==> src/rtl/c0_5_tracker_pkg.sv <==
// Shared types and helpers for the mod-5 counter tracker.
package c5_pkg;

  localparam int unsigned C5_MOD = 5;
  localparam logic [2:0]  C5_MAX = 3'(C5_MOD - 1);

  typedef enum logic [1:0] {
    INIT  = 2'd0,
    TRACK = 2'd1,
    FAULT = 2'd2
  } c5_state_t;

  typedef enum logic [2:0] {
    HOLD    = 3'd0,
    UP      = 3'd1,
    DOWN    = 3'd2,
    WRAP_UP = 3'd3,
    WRAP_DN = 3'd4,
    BAD     = 3'd5
  } c5_step_t;

  function automatic logic [2:0] inc5(input logic [2:0] v);
    return (v == C5_MAX) ? 3'd0 : v + 3'd1;
  endfunction

  function automatic logic [2:0] dec5(input logic [2:0] v);
    return (v == 3'd0) ? C5_MAX : v - 3'd1;
  endfunction

endpackage

==> src/rtl/c0_5_tracker_if.sv <==
// Counter-side inputs and tracker outputs of c0_5_tracker.
interface c0_5_tracker_if #(
  parameter int unsigned HI_W = 4
);
  logic            enable;
  logic            reverse;
  logic [2:0]      q;
  logic            clear;
  logic [2:0]      lo;
  logic [HI_W-1:0] hi;
  logic            carry;
  logic            borrow;
  logic            illegal;

  modport master (
    output enable, reverse, q, clear,
    input  lo, hi, carry, borrow, illegal
  );

  modport slave (
    input  enable, reverse, q, clear,
    output lo, hi, carry, borrow, illegal
  );
endinterface

==> src/rtl/c0_5_tracker_step_classify.sv <==
// Combinational classification of one mod-5 step from prev to q.
module step_classify_5
  import c5_pkg::*;
(
  input  logic [2:0] i_prev,
  input  logic [2:0] i_q,
  output c5_step_t   o_step
);

  always_comb begin
    o_step = BAD;
    if (i_q <= C5_MAX && i_prev <= C5_MAX) begin
      if (i_q == i_prev)
        o_step = HOLD;
      else if (i_q == inc5(i_prev))
        o_step = (i_prev == C5_MAX) ? WRAP_UP : UP;
      else if (i_q == dec5(i_prev))
        o_step = (i_prev == 3'd0) ? WRAP_DN : DOWN;
    end
  end

endmodule

==> src/rtl/c0_5_tracker.sv <==
// Mod-5 counter monitor: wrap accumulator, carry/borrow pulses, fault flag.
// Optional macro C5_DIR_CHECK_EN adds enable/direction consistency checks.
module c0_5_tracker
  import c5_pkg::*;
#(
  parameter int unsigned HI_W = 4
) (
  input  logic          clk,
  input  logic          reset,
  c0_5_tracker_if.slave bus
);

  c5_state_t       r_state;
  logic [2:0]      r_prev;
  logic [HI_W-1:0] r_hi;
  logic            r_carry;
  logic            r_borrow;
  c5_step_t        w_step;
  logic            w_dir_bad;
  logic            w_bad;

  step_classify_5 u_classify (
    .i_prev (r_prev),
    .i_q    (bus.q),
    .o_step (w_step)
  );

`ifdef C5_DIR_CHECK_EN
  logic r_enable_d;
  logic r_reverse_d;

  always_ff @(posedge clk or negedge reset) begin
    if (!reset) begin
      r_enable_d  <= 1'b0;
      r_reverse_d <= 1'b0;
    end else begin
      r_enable_d  <= bus.enable;
      r_reverse_d <= bus.reverse;
    end
  end

  // A running counter must move every cycle; a stopped one must not move.
  always_comb begin
    w_dir_bad = 1'b0;
    if (!r_enable_d && bus.q != r_prev)                 w_dir_bad = 1'b1;
    if (r_enable_d && bus.q == r_prev)                  w_dir_bad = 1'b1;
    if ((w_step == UP || w_step == WRAP_UP) && r_reverse_d)
      w_dir_bad = 1'b1;
    if ((w_step == DOWN || w_step == WRAP_DN) && !r_reverse_d)
      w_dir_bad = 1'b1;
  end
`else
  logic w_unused;
  assign w_unused  = bus.enable ^ bus.reverse;
  assign w_dir_bad = 1'b0;
`endif

  assign w_bad = (w_step == BAD) || w_dir_bad;

  always_ff @(posedge clk or negedge reset) begin
    if (!reset) begin
      r_state  <= INIT;
      r_prev   <= '0;
      r_hi     <= '0;
      r_carry  <= 1'b0;
      r_borrow <= 1'b0;
    end else begin
      r_carry  <= 1'b0;
      r_borrow <= 1'b0;
      if (bus.clear) begin
        r_state <= INIT;
        r_prev  <= '0;
        r_hi    <= '0;
      end else begin
        case (r_state)
          INIT: begin
            r_prev  <= bus.q;
            r_state <= (bus.q <= C5_MAX) ? TRACK : FAULT;
          end
          TRACK: begin
            if (w_bad) begin
              r_state <= FAULT;
            end else begin
              r_prev <= bus.q;
              if (w_step == WRAP_UP) begin
                r_hi    <= r_hi + HI_W'(1);
                r_carry <= 1'b1;
              end else if (w_step == WRAP_DN) begin
                r_hi     <= r_hi - HI_W'(1);
                r_borrow <= 1'b1;
              end
            end
          end
          FAULT:   r_state <= FAULT;
          default: r_state <= INIT;
        endcase
      end
    end
  end

  assign bus.lo      = r_prev;
  assign bus.hi      = r_hi;
  assign bus.carry   = r_carry;
  assign bus.borrow  = r_borrow;
  assign bus.illegal = (r_state == FAULT);

endmodule

==> src/flat_wrapper.sv <==
// flat-port wrapper written by rule: the top's interface ports become plain ports
module c0_5_tracker_flat import c5_pkg::*;
#(
  parameter int unsigned HI_W = 4
)
  (clk, reset, bus_enable, bus_reverse, bus_q, bus_clear, bus_lo, bus_hi, bus_carry, bus_borrow, bus_illegal);
  c0_5_tracker_if #(.HI_W(HI_W)) bus_i ();
  input  logic clk;
  input  logic reset;
  input wire logic [$bits(bus_i.enable)-1:0] bus_enable;
  input wire logic [$bits(bus_i.reverse)-1:0] bus_reverse;
  input wire logic [$bits(bus_i.q)-1:0] bus_q;
  input wire logic [$bits(bus_i.clear)-1:0] bus_clear;
  output wire logic [$bits(bus_i.lo)-1:0] bus_lo;
  output wire logic [$bits(bus_i.hi)-1:0] bus_hi;
  output wire logic [$bits(bus_i.carry)-1:0] bus_carry;
  output wire logic [$bits(bus_i.borrow)-1:0] bus_borrow;
  output wire logic [$bits(bus_i.illegal)-1:0] bus_illegal;
  assign bus_i.enable = bus_enable;
  assign bus_i.reverse = bus_reverse;
  assign bus_i.q = bus_q;
  assign bus_i.clear = bus_clear;
  assign bus_lo = bus_i.lo;
  assign bus_hi = bus_i.hi;
  assign bus_carry = bus_i.carry;
  assign bus_borrow = bus_i.borrow;
  assign bus_illegal = bus_i.illegal;
  c0_5_tracker #(.HI_W(HI_W)) u_core (.clk(clk), .reset(reset), .bus(bus_i));
endmodule
==> config.mk <==
export PLATFORM = sky130hd
export DESIGN_NAME = c0_5_tracker_flat
export DESIGN_NICKNAME = d
export VERILOG_FILES = /design/src/rtl/c0_5_tracker_pkg.sv /design/src/rtl/c0_5_tracker_if.sv /design/src/rtl/c0_5_tracker_step_classify.sv /design/src/rtl/c0_5_tracker.sv /design/src/flat_wrapper.sv
export SDC_FILE = /design/constraint.sdc
export NUM_CORES = 1
export LEC_CHECK = 0
export ABC_CLOCK_PERIOD_IN_PS = 5600
export CAP_MARGIN = 20
export CELL_PAD_IN_SITES_DETAIL_PLACEMENT = 0
export CELL_PAD_IN_SITES_GLOBAL_PLACEMENT = 1
export CORE_MARGIN = 5
export CORE_UTILIZATION = 42
export DETAILED_ROUTE_END_ITERATION = 8
export GPL_ROUTABILITY_DRIVEN = 1
export PLACE_DENSITY_LB_ADDON = 0.2
export SLEW_MARGIN = 20
export SYNTH_ARGS = -nofsm -noshare
export SYNTH_HDL_FRONTEND = slang
export SYNTH_SLANG_ARGS = --single-unit
==> constraint.sdc <==
create_clock -name clk -period 5.6 [get_ports clk]
set_input_delay 1.12 -clock clk [delete_from_list [all_inputs] [get_ports clk]]
set_output_delay 1.12 -clock clk [all_outputs]
set_load 0.1 [all_outputs]
==> results.py <==
metrics = {
    "place": {
        "place.gp.congestion": 0.732,
        "place_inst": 150,
        "dp_hpwl_um": 1700,
        "dpl_cell_area_um2": 1180,
        "port_buffers": 15,
    },
    "detailed_routing": {
        "first_iter_violations": 18,
        "viasPerCell": 5.37,
        "drc": 0,
        "routed_wl_um": 2080,
        "vias": 827,
        "drtPass1Iterations": 4,
        "detail-route-antenna-nets": 0,
        "wire_per_inst_um": 13.5,
    },
    "worst_setup_path": {
        "reg2reg_slack_ps": 2030,
        "crit_path_max_incr_delay_ps": 630,
        "critPathLaunch": "bus_q[0]",
        "path_class": "in2reg",
        "end_kind": "flop",
        "cp-start-kind": "input pin",
        "crit_chain": "clkdlybuf4s50_1 > xor2_1 > nand4_1 > a311o_1 > or3_4 > ha_1 > a21o_1 > a21oi_1 > and4b_1 > nor3_1 > nor3_2",
        "cp.required_ps": 5750,
        "crit_family": "simple AND/OR/NAND/NOR gates",
        "worstSetupPathDepth": 11,
        "critPathMaxFanout": 8,
        "rr_worst_depth": 12,
        "rr_startpoint": "u_core.bus.lo[0]",
        "cp.buffers_inverters": 1,
        "cp.arrival_ps": 4230,
        "crit_slowest_cell": "clkdlybuf4s50_1",
    },
    "floorplanning": {
        "fp.dieH_um": 59.5,
        "row_count": 18,
        "die_w_um": 59.5,
        "ios": 18,
        "die_area_um2": 3530,
        "coreArea_um2": 2410,
        "start_util_pct": 42.6,
    },
    "synthesis": {
        "synth_top_family_by_area": "simple AND/OR/NAND/NOR gates",
        "synth_xor_area_share_pct": 4.26,
        "synthSimpleGateAreaFrac_pct": 25.0,
        "yosysTopAreaCell": "dfrtp_1",
        "yosysWarnings": 0,
        "synth_compound_area_share_pct": 14.0,
        "syn-num-nets": 129,
        "ys_seq_area_share_pct": 26.8,
        "ys_top_cells_by_area": "dfrtp_1 (27%), ha_1 (12%), mux2i_1 (4.9%)",
        "synth.top_cells.by_count": "dfrtp_1 (11), nor2_1 (11), ha_1 (10), inv_1 (10), nand2b_1 (6)",
        "synthAdderAreaFrac_pct": 14.1,
        "ys.flop_type": "dfrtp_1",
        "synth_area_um2": 1030,
        "synth.avg_cell_area_um2": 9.34,
        "synth_enable_flop_cells": 0,
        "netlist_instances": 110,
        "synth.area.mux_share_pct": 9.26,
        "ys_ff_latch": 11,
        "ys_types": 39,
        "async_reset_ff_share_pct": 100,
        "synth_top_area_share_pct": 26.8,
    },
    "layout": {
        "stdcell_area_um2": 1210,
        "fin_nets": 144,
        "drive_gt1_share_pct": 8.87,
        "final_cells": 154,
        "n_antenna_cell": 0,
        "syn_to_final_growth_pct": 17.9,
    },
    "timing": {
        "drv_slew": 0,
        "rsz0062_at_grt": "no",
        "finalCritPeriodShare_pct": 72.9,
        "tightest_slew_ps": 971,
        "finalSetupTns_ps": 0,
        "clock.fmax_mhz": 245,
        "finalCriticalPeriod_ps": 4090,
        "setup-violations-final": 0,
        "finalHoldViolations": 0,
        "relSlewSlack_pct": 35.1,
        "skew_ps": 6.03,
    },
    "global_routing": {
        "grt_pass1_vias": 858,
        "grt_start_max_net_pins": 14,
        "grt_usage_pct": 14.0,
        "grt_pass1_wl_um": 3780,
        "grt_overflow_total": 0,
        "antenna_found_initial": 0,
    },
    "min_path": {
        "hold_start": "u_core.r_state[1]",
        "holdPathStages": 1,
        "hp-class": "reg2reg",
    },
    "clock_tree": {
        "clk_latency_ps": 270,
        "cts_tree": "done",
        "path_clk_slew_ps": 70,
        "clockBufferDepth": 2,
        "htreeDepth": 1,
        "cts_sinks": 11,
        "cts_hold_buf": 0,
        "ctsResizeCount": 0,
        "cts_root_buf": "clkbuf_4",
        "cts_setup_buffers": 0,
        "tritoncts.num_buffers": 3,
    },
    "job": {
        "maxCapViolCount": 0,
    },
    "status": {
        "status": "completed",
    },
    "pwr": {
        "leakagePower_nw": 0.554,
        "peakVddDrop_mv": 0.143,
        "powerDensity_nw_per_um2": 266,
    },
}
[per-stage QoR]
| stage | worst slack [ps] | hold WS [ps] | power, W | utilization [%] |
|---|---|---|---|---|
| 2_1_floorplan | 1560 | 512 | 0.000237 | - |
| 3_3_place_gp | 1280 | 531 | 0.000266 | 49.2 |
| 3_5_place_dp | 1190 | 548 | 0.000270 | 49.2 |
| 4_1_cts | 1480 | 564 | 0.000327 | 50.3 |
| 5_1_grt | 1320 | 600 | 0.000347 | 50.3 |
| 6_report | 1510 | 554 | 0.000322 | 50.3 |
[where the power goes]
group	leakage (nW)	total (W)	internal (W)	switching [W]
clock network	0.0150	0.0000552	0.0000276	0.0000276
registers	0.149	0.0000980	0.0000865	0.0000115
logic	0.389	0.000169	0.0000593	0.000110
total	0.554	0.000322	0.000173	0.000149
[cells by family (layout without fill, tap and decap cells)]
group | Yosys count | count (layout)
AO/OA/AOI/OAI | 16 | 16
XOR/XNOR | 5 | 5
adder cells (fa/ha/maj) | 11 | 11
buffers and inverters | 15 | 29
flip-flops | 11 | 11
multiplexers | 9 | 9
AND/OR/NAND/NOR | 43 | 43
[cell usage in the layout (no fill, tap or decap), types with 3 or more instances in the layout]
cell type        count
mux2_1               4
a21oi_1              4
clkbuf_4             3
nand2b_1             6
inv_1               10
and4b_1              3
mux2i_1              5
nor3_1               4
clkdlybuf4s50_1     15
xor2_1               5
dfrtp_1             11
ha_1                10
nand2_1              4
nor2_1              11
[state kept, by name (all words and copies together) (netlist names)]
signal,cells
u_core.bus.hi,4
u_core.bus.lo,3
u_core.bus.carry,1
u_core.bus.borrow,1
u_core.r_state,2
[per-layer routing]
layer  vias up  global-route usage, %  wire (um)
li1        416                      -          -
met1       394                   15.8        895
met2        15                   25.4       1070
met3         2                   5.23        112
met4         0                   1.94          4
met5         -                      0          0
[final cells by class]
type,count,area [um2]
clock buffer,4,26.3
fill,227,1200
inverter,10,37.5
multi-input combinational,84,684
sequential,11,275
tap,30,37.5
timing repair buffer,15,150
[worst paths after layout]
path | endpoint
max in group asynchronous | u_core.r_state[1]
min in group asynchronous | u_core.bus.hi[0]
max reg2reg | u_core.bus.hi[3]
min reg2reg | u_core.r_state[1]
max | u_core.bus.hi[3]
min | u_core.r_state[1]
(Power assumes the default switching activity.)
